### config.mk
export PLATFORM = sky130hd
export DESIGN_NAME = alu_exec_stage
export DESIGN_NICKNAME = d
export VERILOG_FILES = /design/src/rtl/alu_exec_stage.sv
export SDC_FILE = /design/constraint.sdc
export NUM_CORES = 1
export LEC_CHECK = 0
export ABC_AREA = 1
export CAP_MARGIN = 40
export CORE_UTILIZATION = 42
export CTS_BUF_LIST = sky130_fd_sc_hd__clkbuf_4 sky130_fd_sc_hd__clkbuf_8 sky130_fd_sc_hd__clkbuf_16
export CTS_CLUSTER_DIAMETER = 60
export DETAILED_ROUTE_END_ITERATION = 8
export PLACE_DENSITY = 0.8
export SYNTH_ARGS = -nofsm -noshare
export SYNTH_HDL_FRONTEND = slang
export SYNTH_SLANG_ARGS = --single-unit
### constraint.sdc
create_clock -name clk -period 1.5 [get_ports clk]
set_clock_uncertainty 0.1 [all_clocks]
set_input_delay 0.3 -clock clk [delete_from_list [all_inputs] [get_ports clk]]
set_output_delay 0.3 -clock clk [all_outputs]
set_load 0.02 [all_outputs]
### src/rtl/alu_exec_stage.sv
// ============================================================================
// Module   : alu_exec_stage
// Brief    : Two-stage execute wrapper around an external combinational ALU.
//            Operand register (S1) drives the ALU, result register (S2)
//            captures it; architectural C/Z/N flags supply the carry-in.
// Revision : 1.0
// ============================================================================
`default_nettype none

module alu_exec_stage #(
    parameter int BUS_WIDTH    = 8,
    parameter int OPCODE_WIDTH = 5,
    parameter int CNT_WIDTH    = 16
) (
    input  logic                    clk,
    input  logic                    rst,

    input  logic                    in_valid,
    output logic                    in_ready,
    input  logic [OPCODE_WIDTH-1:0] in_opcode,
    input  logic [BUS_WIDTH-1:0]    in_a,
    input  logic [BUS_WIDTH-1:0]    in_b,
    input  logic                    in_use_carry,
    input  logic                    in_flags_we,

    output logic [OPCODE_WIDTH-1:0] alu_opcode,
    output logic [BUS_WIDTH-1:0]    alu_a,
    output logic [BUS_WIDTH-1:0]    alu_b,
    output logic                    alu_cin,
    input  logic [BUS_WIDTH-1:0]    alu_y,
    input  logic                    alu_cout,
    input  logic                    alu_zero,
    input  logic                    alu_negative,

    output logic                    out_valid,
    input  logic                    out_ready,
    output logic [BUS_WIDTH-1:0]    out_y,
    output logic                    out_cout,
    output logic                    out_zero,
    output logic                    out_negative,

    output logic                    flag_c,
    output logic                    flag_z,
    output logic                    flag_n,
    output logic [CNT_WIDTH-1:0]    ops_retired
);

    localparam logic [CNT_WIDTH-1:0] C_CNT_ONE = {{(CNT_WIDTH-1){1'b0}}, 1'b1};

    // Stage 1: operand register
    logic                    v1_q,           v1_d;
    logic [OPCODE_WIDTH-1:0] s1_opcode_q,    s1_opcode_d;
    logic [BUS_WIDTH-1:0]    s1_a_q,         s1_a_d;
    logic [BUS_WIDTH-1:0]    s1_b_q,         s1_b_d;
    logic                    s1_use_carry_q, s1_use_carry_d;
    logic                    s1_flags_we_q,  s1_flags_we_d;

    // Stage 2: result register
    logic                    out_valid_q,    out_valid_d;
    logic [BUS_WIDTH-1:0]    out_y_q,        out_y_d;
    logic                    out_cout_q,     out_cout_d;
    logic                    out_zero_q,     out_zero_d;
    logic                    out_negative_q, out_negative_d;

    // Architectural status and retire counter
    logic                    flag_c_q,       flag_c_d;
    logic                    flag_z_q,       flag_z_d;
    logic                    flag_n_q,       flag_n_d;
    logic [CNT_WIDTH-1:0]    ops_retired_q,  ops_retired_d;

    logic w_adv2;
    logic w_accept;
    logic w_retire;
    logic w_in_ready;

    // in_ready looks through to out_ready so a full pipe can shift and refill
    // on the same edge.
    always_comb begin
        w_adv2     = v1_q & (~out_valid_q | out_ready);
        w_in_ready = ~rst & (~v1_q | w_adv2);
        w_accept   = in_valid & w_in_ready;
        w_retire   = out_valid_q & out_ready;
    end

    always_comb begin
        v1_d           = v1_q & ~w_adv2;
        s1_opcode_d    = s1_opcode_q;
        s1_a_d         = s1_a_q;
        s1_b_d         = s1_b_q;
        s1_use_carry_d = s1_use_carry_q;
        s1_flags_we_d  = s1_flags_we_q;
        if (w_accept) begin
            v1_d           = 1'b1;
            s1_opcode_d    = in_opcode;
            s1_a_d         = in_a;
            s1_b_d         = in_b;
            s1_use_carry_d = in_use_carry;
            s1_flags_we_d  = in_flags_we;
        end
    end

    always_comb begin
        out_valid_d    = out_valid_q;
        out_y_d        = out_y_q;
        out_cout_d     = out_cout_q;
        out_zero_d     = out_zero_q;
        out_negative_d = out_negative_q;
        flag_c_d       = flag_c_q;
        flag_z_d       = flag_z_q;
        flag_n_d       = flag_n_q;
        ops_retired_d  = ops_retired_q;

        if (w_adv2) begin
            out_valid_d    = 1'b1;
            out_y_d        = alu_y;
            out_cout_d     = alu_cout;
            out_zero_d     = alu_zero;
            out_negative_d = alu_negative;
            if (s1_flags_we_q) begin
                flag_c_d = alu_cout;
                flag_z_d = alu_zero;
                flag_n_d = alu_negative;
            end
        end else if (w_retire) begin
            out_valid_d = 1'b0;
        end

        if (w_retire) begin
            ops_retired_d = ops_retired_q + C_CNT_ONE;
        end
    end

    always_ff @(posedge clk) begin
        if (rst) begin
            v1_q           <= 1'b0;
            s1_opcode_q    <= '0;
            s1_a_q         <= '0;
            s1_b_q         <= '0;
            s1_use_carry_q <= 1'b0;
            s1_flags_we_q  <= 1'b0;
            out_valid_q    <= 1'b0;
            out_y_q        <= '0;
            out_cout_q     <= 1'b0;
            out_zero_q     <= 1'b0;
            out_negative_q <= 1'b0;
            flag_c_q       <= 1'b0;
            flag_z_q       <= 1'b0;
            flag_n_q       <= 1'b0;
            ops_retired_q  <= '0;
        end else begin
            v1_q           <= v1_d;
            s1_opcode_q    <= s1_opcode_d;
            s1_a_q         <= s1_a_d;
            s1_b_q         <= s1_b_d;
            s1_use_carry_q <= s1_use_carry_d;
            s1_flags_we_q  <= s1_flags_we_d;
            out_valid_q    <= out_valid_d;
            out_y_q        <= out_y_d;
            out_cout_q     <= out_cout_d;
            out_zero_q     <= out_zero_d;
            out_negative_q <= out_negative_d;
            flag_c_q       <= flag_c_d;
            flag_z_q       <= flag_z_d;
            flag_n_q       <= flag_n_d;
            ops_retired_q  <= ops_retired_d;
        end
    end

    // Flags only change when S1 drains, so alu_cin is stable under backpressure.
    assign alu_cin      = s1_use_carry_q & flag_c_q;
    assign alu_opcode   = s1_opcode_q;
    assign alu_a        = s1_a_q;
    assign alu_b        = s1_b_q;

    assign in_ready     = w_in_ready;
    assign out_valid    = out_valid_q;
    assign out_y        = out_y_q;
    assign out_cout     = out_cout_q;
    assign out_zero     = out_zero_q;
    assign out_negative = out_negative_q;
    assign flag_c       = flag_c_q;
    assign flag_z       = flag_z_q;
    assign flag_n       = flag_n_q;
    assign ops_retired  = ops_retired_q;

endmodule

`default_nettype wire

---- Yosys cells after proc, flatten, opt, wreduce, memory -nomap -nowiden ----
Index checks and enable logic that the tools add are counted.
operators by class
  add/sub/neg operators ................... 1
  muxes and demuxes ....................... 3
  bitwise gates (word level) .............. 12
  reductions and logical operators ........ 2
operators by type and width
  kind                                                             number
  16-bit by 1-bit adder with 16-bit output, second input constant  1
  1-bit AND                                                        6
  1-bit inverter                                                   4
  1-bit two-way mux                                                3
  1-bit bitwise OR                                                 2
  2-bit AND reduction                                              1
  2-bit nonzero test                                               1
word-level totals
  bits in registers ....................... 55
  bits of input ports ..................... 38
  output and inout port bits .............. 54
  word-level logic and storage cells ...... 33

---- Longest topological paths before layout ----
Gate-level depths: netlist of the first run.
  depth after elaboration ................. 7
  mapped depth ............................ 8
  depth with buffers taken out ............ 8

---- Worst setup path after synthesis of the first run ----
No wires, ideal clock.
  path kind ............................... reg2reg
  from .................................... reg ops_retired_q[1] (netlist: ops_retired[1])
  to ...................................... reg ops_retired_q[12] (netlist: ops_retired[12])
  setup time .............................. 0.113 ns
  data arrival time ....................... 1.283 ns
  required time ........................... 1.287 ns
  setup slack ............................. 0.004 ns
  cell stages (with the launch flop) ...... 7
  path buffers ............................ 0
  clock period less this slack ............ 1.496 ns
  path through ............................ dfxtp_1 -> ha_1 -> nand3_1 -> nor3_4 -> nand3_2 -> nor2_1 -> nor2_1
between the ends
  longest elaborated chain between the ends .. 1
RTL lines
  element                                   line  source
  start: declaration                        69    logic [CNT_WIDTH-1:0] ops_retired_q, ops_retired_d;
  start signal: assignment                  165   ops_retired_q <= ops_retired_d;
  16-bit by 1-bit adder with 16-bit output  129   ops_retired_d = ops_retired_q + C_CNT_ONE;
Every way passes these cells.
A chain may end at the register's enable or synchronous reset.

---- Final worst setup path of the first run ----
Same ends and word-level chain as after synthesis.

==> flow_summary.yaml, run 1 <==
setup_path:
  max_stage_delay_ns: 0.38
  path_cells: "ha_4, nand3_4, nor3_4, nand3_2, nand2_1, nand2_1, nor2_1"
  cp.required_ns: 1.64
  crit_family: "simple AND/OR/NAND/NOR gates"
  critical_path_class: "reg2reg"
  critPathBufInv: 0
  cpMostUsedCell: "nand2_1"
  cpMaxStageDelayCell: "dfxtp_4"
  end_kind: "flop"
  critPathMaxFanout: 5
  crit_path_start_kind: "flop"
  arrival_ns: 1.57
finish:
  final_cells: 473
  post-route-cell-area_sq_mm: 0.00341
  final_util_pct: 69.9
  final_common_cell: "nand2_1"
  drive_above_1_share_pct: 13.3
  antenna_cells: 0
  mostFrequentLayoutCells: "58 x nand2_1, 54 x nand3_1, 52 x dfxtp_1"
  final_nets: 446
  fillers: 430
  syn2layout_area_growth_pct: 55.3
floorplan:
  start_util_pct: 45.0
  die_area_sq_mm: 0.00552
  die_w_um: 74.3
  rows: 25
  core_area_sq_mm: 0.00488
  chipHeight_um: 74.3
  io_pins: 92
drt:
  wire_per_inst_um: 11.4
  drt-vias-per-instance: 4.79
  drc: 0
  antenna_left: 0
  dr.pass1.iters: 4
  drt_iter0_markers: 99
  routed_wl_um: 5410
  vias: 2264
timing:
  slew_headroom_pct: 76.8
  clock.fmax_ghz: 0.700
  fin_crit_sh_pct: 95.3
  hold_violations: 0
  tightest_slew_ns: 0.348
  fin_crit_ns: 1.43
  maxSlewViolCount: 0
  setup_viol: 0
  rsz0062_at_grt: "true"
synth:
  synth.avg_cell_area_sq_um: 7.39
  syn-instance-count: 297
  netlist_area_sq_mm: 0.00220
  ys_warn_count: 0
  syn_nets: 336
  synth.distinct_cells: 22
  ys_seq_area_share_pct: 50.1
  synth-seq-cells: 55
clock_network:
  cts_buffers: 5
  cts_sinks: 55
  cts_tree: "yes"
  cts_hold_buf: 0
  htree_levels: 2
  ctsRootBufferMaster: "clkbuf_8"
  clk_pin_slew_ns: 0.09
  insertion_delay_ns: 0.30
  cts_buffer_depth: 2
placed_design:
  place_inst: 466
  port_buffers: 91
  dp_hpwl_um: 3940
  postPlaceCellArea_sq_mm: 0.00333
  routabilityCongestion: 0.858
pwr:
  clkPwrFrac_pct: 27.7
  leakagePower_uw: 0.00168
  p_per_area_mw_per_mm2: 809
  ir_drop_mv: 0.568
  seq_power_share_pct: 56.3
  power_uw: 2760
  switching_share_pct: 25.0
  switchingPower_uw: 690
  p_int_uw: 2070
  power_frac_comb_pct: 16.0
global_route:
  antenna_found_initial: 0
  grt_max_degree: 50
  grt_pass1_vias: 2105
  track_usage_pct: 21.0
  grt_pass1_wl_um: 8940
  grt-ovfl-total: 0
hold_path:
  hold_path.class: "in2reg"
flow_run:
  maxCapViolations: 0
outcome:
  status: "complete, no violations"
## Yosys cell counts
master / n / area share, %
o21ai_0: 10 / 2.3
buf_2: 5 / 1.1
nor2_1: 44 / 7.5
nand4_1: 1 / 0.29
nor3_4: 1 / 0.74
nand2_2: 3 / 0.85
nand3_1: 56 / 13
nand2_1: 58 / 9.9
a21oi_1: 14 / 3.2
clkbuf_2: 1 / 0.23
nor3_1: 2 / 0.46
ha_1: 1 / 0.57
inv_2: 5 / 0.85
buf_4: 2 / 0.68
nand3b_1: 1 / 0.34
o21ai_1: 10 / 2.3
nor2_2: 2 / 0.57
clkbuf_1: 5 / 0.85
dfxtp_1: 55 / 50
nand3_2: 2 / 0.91
inv_1: 18 / 3.1
o21bai_1: 1 / 0.34
## sequential cells by signal, indices dropped and copies added (netlist names)
name,cells
ops_retired,16
alu_a,8
alu_b,8
out_y,8
alu_opcode,5
flag_c,1
flag_n,1
flag_z,1
out_cout,1
out_negative,1
out_valid,1
out_zero,1
s1_flags_we_q,1
s1_use_carry_q,1
v1_q,1
## per-layer routing
metal / up-vias / GRT usage [%] / wire (um)
met4: 0 / 6.92 / 60
met2: 73 / 35.6 / 2570
met5: - / 0 / 0
met1: 1005 / 24.1 / 2280
li1: 1181 / - / -
met3: 5 / 8.81 / 501
## power groups by stage
stage	Sequential, uW	Clock (uW)	Combinational, uW
floorplan	1660	0	131
detailed placement	1590	0	476
finish	1550	763	441
CTS	1550	797	437
global placement	1590	0	472
global route	1560	854	485
## metrics by stage
stage | hold WS, ns | setup WS, ns | setup TNS [ns]
floorplan | 0.269 | 0.00373 | 0
global placement | 0.347 | -0.561 | -14.84
detailed placement | 0.354 | -0.560 | -15.47
CTS | 0.364 | -0.115 | -1.76
global route | 0.268 | -0.0369 | -0.0449
finish | 0.235 | 0.0707 | 0
## final timing paths
| kind | start | end | slack (ns) | cells after the start |
|---|---|---|---|---|
| worst max register to register | ops_retired[1] | ops_retired[12] | 0.07 | 7 |
| worst min register to register | alu_opcode[3] | alu_opcode[3] | 0.36 | 2 |
| worst min-delay path | rst | flag_c | 0.23 | 3 |
| worst max-delay path | ops_retired[1] | ops_retired[12] | 0.07 | 7 |
## cell families after synthesis
kind of cell | count (synthesis) | synth area share, %
compound gates | 35 | 8.09
fa+ha+maj | 1 | 0.570
flops | 55 | 50.1
buf+inv | 36 | 6.84
simple gates | 170 | 34.4
## cell type report
type	instances	area, sq um	area share (%)
Clock buffer	6	76.3	2.24
Timing Repair Buffer	116	1070	31.5
Inverter	23	86.3	2.53
Sequential cell	55	1110	32.6
Tap cell	67	83.8	2.46
Multi-Input combinational cell	206	980	28.7
## worst min-delay path: stages
cell            delay [ns]
dlymetal6s2s_1        0.11
buf_4                 0.15
a21oi_1               0.04
## timing repair
action | in CTS | in global routing
gates cloned | 0 | 0
endpoints found under the hold margin | 0 | 0
endpoints found under the setup margin | 83 | 38
pin swaps | 1 | 7
gates resized for setup | 64 | 17
setup buffers | 0 | 1
(Power assumes the default switching activity.)
==> inputs of run 2 (changes only) <==
--- a/config.mk
+++ b/config.mk
@@ -12,6 +12,7 @@
 export CTS_CLUSTER_DIAMETER = 60
 export DETAILED_ROUTE_END_ITERATION = 8
 export PLACE_DENSITY = 0.8
+export SKIP_CTS_REPAIR_TIMING = 1
 export SYNTH_ARGS = -nofsm -noshare
 export SYNTH_HDL_FRONTEND = slang
 export SYNTH_SLANG_ARGS = --single-unit
==> flow_summary.yaml, run 2 (synthesized netlist as in run 1, its figures left out) <==
timing:
  fin_crit_ns: 1.44
  rsz0062_at_grt: "true"
  clock.fmax_ghz: 0.697
  hold_violations: 0
  fin_crit_sh_pct: 95.7
  setup_viol: 0
  maxSlewViolCount: 0
  slew_headroom_pct: 68.0
  tightest_slew_ns: 0.481
global_route:
  track_usage_pct: 20.8
  busiest_layer: "met2"
  grt_pass1_vias: 2092
  grt-ovfl-total: 0
  grt_pass1_wl_um: 8870
  grtUsageMet1_pct: 23.9
  antenna_found_initial: 0
  grtUsageMet3_pct: 9.35
  grt_max_degree: 50
  grt_use_met2_pct: 34.6
finish:
  antenna_cells: 0
  drive_above_1_share_pct: 13.9
  fillers: 364
  syn2layout_area_growth_pct: 66.4
  final_cells: 478
  largest_reg_flops: 16
  mostFrequentLayoutCells: "58 x nand2_1, 54 x nand3_1, 54 x dlymetal6s2s_1"
  final_common_cell: "nand2_1"
  multiInputGateArea_sq_um: 980
  seq_area_sq_mm: 0.00111
  final_nets: 451
drt:
  wire_per_inst_um: 11.9
  routed_wl_um: 5700
  drt_iter0_markers: 104
  antenna_left: 0
  dr.pass1.iters: 5
  vias: 2284
  drt-vias-per-instance: 4.78
  drc: 0
setup_path:
  crit_path_start_kind: "flop"
  end_kind: "output pin"
  arrival_ns: 1.04
  critical_path_class: "reg2out"
  worst_r2r_path_depth: 7
  cp.required_ns: 1.10
  critPathMaxFanout: 3
floorplan:
  chipHeight_um: 74.3
  die_area_sq_mm: 0.00552
  rows: 25
  core_area_sq_mm: 0.00488
  start_util_pct: 45.0
  io_pins: 92
  die_w_um: 74.3
clock_network:
  cts_sinks: 55
  cts_buffers: 5
  ctsRootBufferMaster: "clkbuf_8"
  htree_levels: 2
  insertion_delay_ns: 0.30
  cts_tree: "yes"
  cts_buffer_depth: 2
  clk_pin_slew_ns: 0.08
pwr:
  p_per_area_mw_per_mm2: 768
  power_uw: 2810
  leakagePower_uw: 0.00237
  ir_drop_mv: 0.620
hold_path:
  whs_path_depth: 4
  hold_path.class: "in2reg"
flow_run:
  maxCapViolations: 0
placed_design:
  dp_hpwl_um: 3940
  port_buffers: 91
  place_inst: 466
  routabilityCongestion: 0.858
outcome:
  status: "complete, no violations"
run 2: routing by layer:
layer / routed length (um) / share of wire, %
met1: 2370 / 41
met4: 60 / 1.1
met2: 2760 / 48
met3: 520 / 9.1
met5: 0 / 0
run 2: area by class of cell:
cell class              instances  area share [%]
repair buffers                121            36.1
flip-flops and latches         55            30.3
multi-input cells             206            26.8
inverters                      23            2.36
well taps                      67            2.29
clock buffers                   6            2.09
run 2: worst max-delay path, cell delays in order, from the launching register on:
cell and delay, ns:
dfxtp_1 0.36, nand3_2 0.09, nand2_1 0.08, inv_2 0.06, buf_4 0.16
run 2: stage by stage:
step                      area [sq um]  hold WS (ns)  util [%]  setup WS (ns)  setup TNS, ns
after global routing              3650         0.261      74.9        -0.0176        -0.0232
after global placement            3330         0.347      68.3         -0.561         -14.84
after CTS                         3410         0.367      69.8         -0.578         -11.80
final                             3650         0.225      74.9         0.0644              0
after floorplan                   2200         0.269         -        0.00373              0
after detailed placement          3330         0.354      68.3         -0.560         -15.47
run 2: power by group:
group          internal (uW)  switching, uW  total, uW  leakage, uW
sequential              1520           32.0       1550     0.000451
combinational            256            230        487      0.00188
clock                    331            436        766    0.0000406
run 2: path summary, 6_finish.rpt:
kind / start / to / slack, ns
setup / recovery: out_valid / in_ready / 0.06
hold / removal: out_ready / v1_q / 0.22
setup reg to reg: ops_retired[1] / ops_retired[12] / 0.09
hold reg to reg: alu_opcode[3] / alu_opcode[3] / 0.36
==> inputs of run 3 (changes only) <==
--- a/config.mk
+++ b/config.mk
@@ -10,8 +10,9 @@
 export CORE_UTILIZATION = 42
 export CTS_BUF_LIST = sky130_fd_sc_hd__clkbuf_4 sky130_fd_sc_hd__clkbuf_8 sky130_fd_sc_hd__clkbuf_16
 export CTS_CLUSTER_DIAMETER = 60
+export CTS_CLUSTER_SIZE = 28
 export DETAILED_ROUTE_END_ITERATION = 8
-export PLACE_DENSITY = 0.8
+export PLACE_DENSITY_LB_ADDON = 0.08
 export SKIP_CTS_REPAIR_TIMING = 1
 export SYNTH_ARGS = -nofsm -noshare
 export SYNTH_HDL_FRONTEND = slang
==> flow_summary.yaml, run 3 (synthesized netlist as in run 1, its figures left out) <==
outcome:
  status: "complete, but fails checks"
  violations: "setup timing"
hold_path:
  whs_endpoint: "out_valid"
  whs_path_depth: 4
  hold_path.class: "in2reg"
  hp-start: "out_ready"
floorplan:
  core_area_sq_mm: 0.00488
  chipHeight_um: 74.3
  start_util_pct: 45.0
  die_area_sq_mm: 0.00552
  die_w_um: 74.3
  io_pins: 92
  rows: 25
clock_network:
  ctsRootBufferMaster: "clkbuf_8"
  clk_pin_slew_ns: 0.10
  cts_buffer_depth: 2
  cts_buffers: 5
  htree_levels: 2
  insertion_delay_ns: 0.31
  cts_sinks: 55
  cts_tree: "yes"
timing:
  fin_crit_sh_pct: 100
  whs_ns: 0.223
  tightest_slew_ns: 0.474
  fin_crit_ns: 1.51
  clock.fmax_ghz: 0.664
  rsz0062_at_grt: "true"
  setup_viol: 1
  hold_violations: 0
  worst_slack_ns: -0.00599
  slew_headroom_pct: 68.4
  setup_tns_ns: -0.00599
  maxSlewViolCount: 0
setup_path:
  critPathBufInv: 4
  r2r-start: "ops_retired[1]"
  r2r-end: "ops_retired[14]"
  critical_path_class: "in2out"
  crit_path_start_kind: "input port"
  worst_r2r_path_depth: 8
  arrival_ns: 1.11
  r2r_setup_slack_ns: 0.06
  end_kind: "output pin"
  crit_family: "buffers and inverters"
  cpMostUsedCell: "inv_2"
  cpMaxStageDelayCell: "clkdlybuf4s50_1"
  cp.required_ns: 1.10
  path_cells: "clkdlybuf4s50_1, inv_2, nand2_1, inv_2, buf_2"
  critPathMaxFanout: 2
  max_stage_delay_ns: 0.49
drt:
  dr.pass1.iters: 4
  wire_per_inst_um: 11.6
  drc: 0
  antenna_left: 0
  vias: 2256
  drt-vias-per-instance: 4.72
  routed_wl_um: 5530
  drt_iter0_markers: 86
pwr:
  leakagePower_uw: 0.00238
  p_per_area_mw_per_mm2: 830
  ir_drop_mv: 0.616
finish:
  largest_reg_flops: 16
  drive_above_1_share_pct: 13.1
  final_nets: 449
  antenna_cells: 0
  syn2layout_area_growth_pct: 66.3
  seq_area_sq_mm: 0.00111
  mostFrequentLayoutCells: "58 x nand2_1, 55 x nand3_1, 54 x dlymetal6s2s_1"
  multiInputGateArea_sq_um: 980
  final_common_cell: "nand2_1"
  final_cells: 478
  final_util_pct: 74.8
  fillers: 398
global_route:
  track_usage_pct: 20.5
  grt_pass1_wl_um: 8690
  grt_max_degree: 50
  grt_pass1_vias: 2028
  antenna_found_initial: 0
  grt-ovfl-total: 0
placed_design:
  routabilityCongestion: 0.904
  place_inst: 467
  dp_hpwl_um: 3950
  port_buffers: 91
  place_ws_ns: -0.577
flow_run:
  maxCapViolations: 0
==> run 3: area by class of cell <==
class | instances | area share, %
Clock inverter | 3 | 1.30
Tap cell | 67 | 2.30
Clock buffer | 5 | 1.88
Inverter | 23 | 2.36
Sequential cell | 55 | 30.3
Multi-Input combinational cell | 206 | 26.8
Timing Repair Buffer | 119 | 35.0
==> run 3: per-stage QoR <==
stage | instance area [sq um] | power, uW
final | 3650 | 3030
after floorplan | 2200 | 1790
after global placement | 3340 | 2060
after global routing | 3650 | 3170
after CTS | 3460 | 3080
after detailed placement | 3340 | 2070
==> run 3: power by group <==
| group | switching, uW | total, uW | internal (uW) | leakage (uW) |
|---|---|---|---|---|
| sequential | 30.8 | 1550 | 1520 | 0.000451 |
| combinational | 225 | 469 | 244 | 0.00187 |
| clock | 503 | 1010 | 507 | 0.0000587 |
| total | 759 | 3030 | 2270 | 0.00238 |
==> run 3: worst max path at each step <==
stage | start | end | slack [ns] | depth (start not counted)
after CTS | out_ready | in_ready | -0.59 | 6
after detailed placement | out_ready | in_ready | -0.58 | 6
after floorplan | ops_retired[1] | ops_retired[12] | 0.004 | 6
final | rst | in_ready | -0.006 | 5
after global routing | rst | in_ready | -0.04 | 5
after global placement | out_ready | in_ready | -0.59 | 6
==> run 3: worst reg2reg max path: stages (launching register included) <==
cell	delay, ns
dfxtp_2	0.37
ha_4	0.16
nand3_4	0.09
nor3_4	0.26
buf_4	0.16
nand3_2	0.06
nand2_1	0.06
nand2_1	0.04
nor2_1	0.09
==> run 3: per-layer routing <==
metal  wire (um)  GRT usage (%)  vias up
met5           0              0        -
met3         496           8.81        6
met2        2620           34.0       65
met4          67           6.29        0
met1        2350           24.0      992
li1            -              -     1193
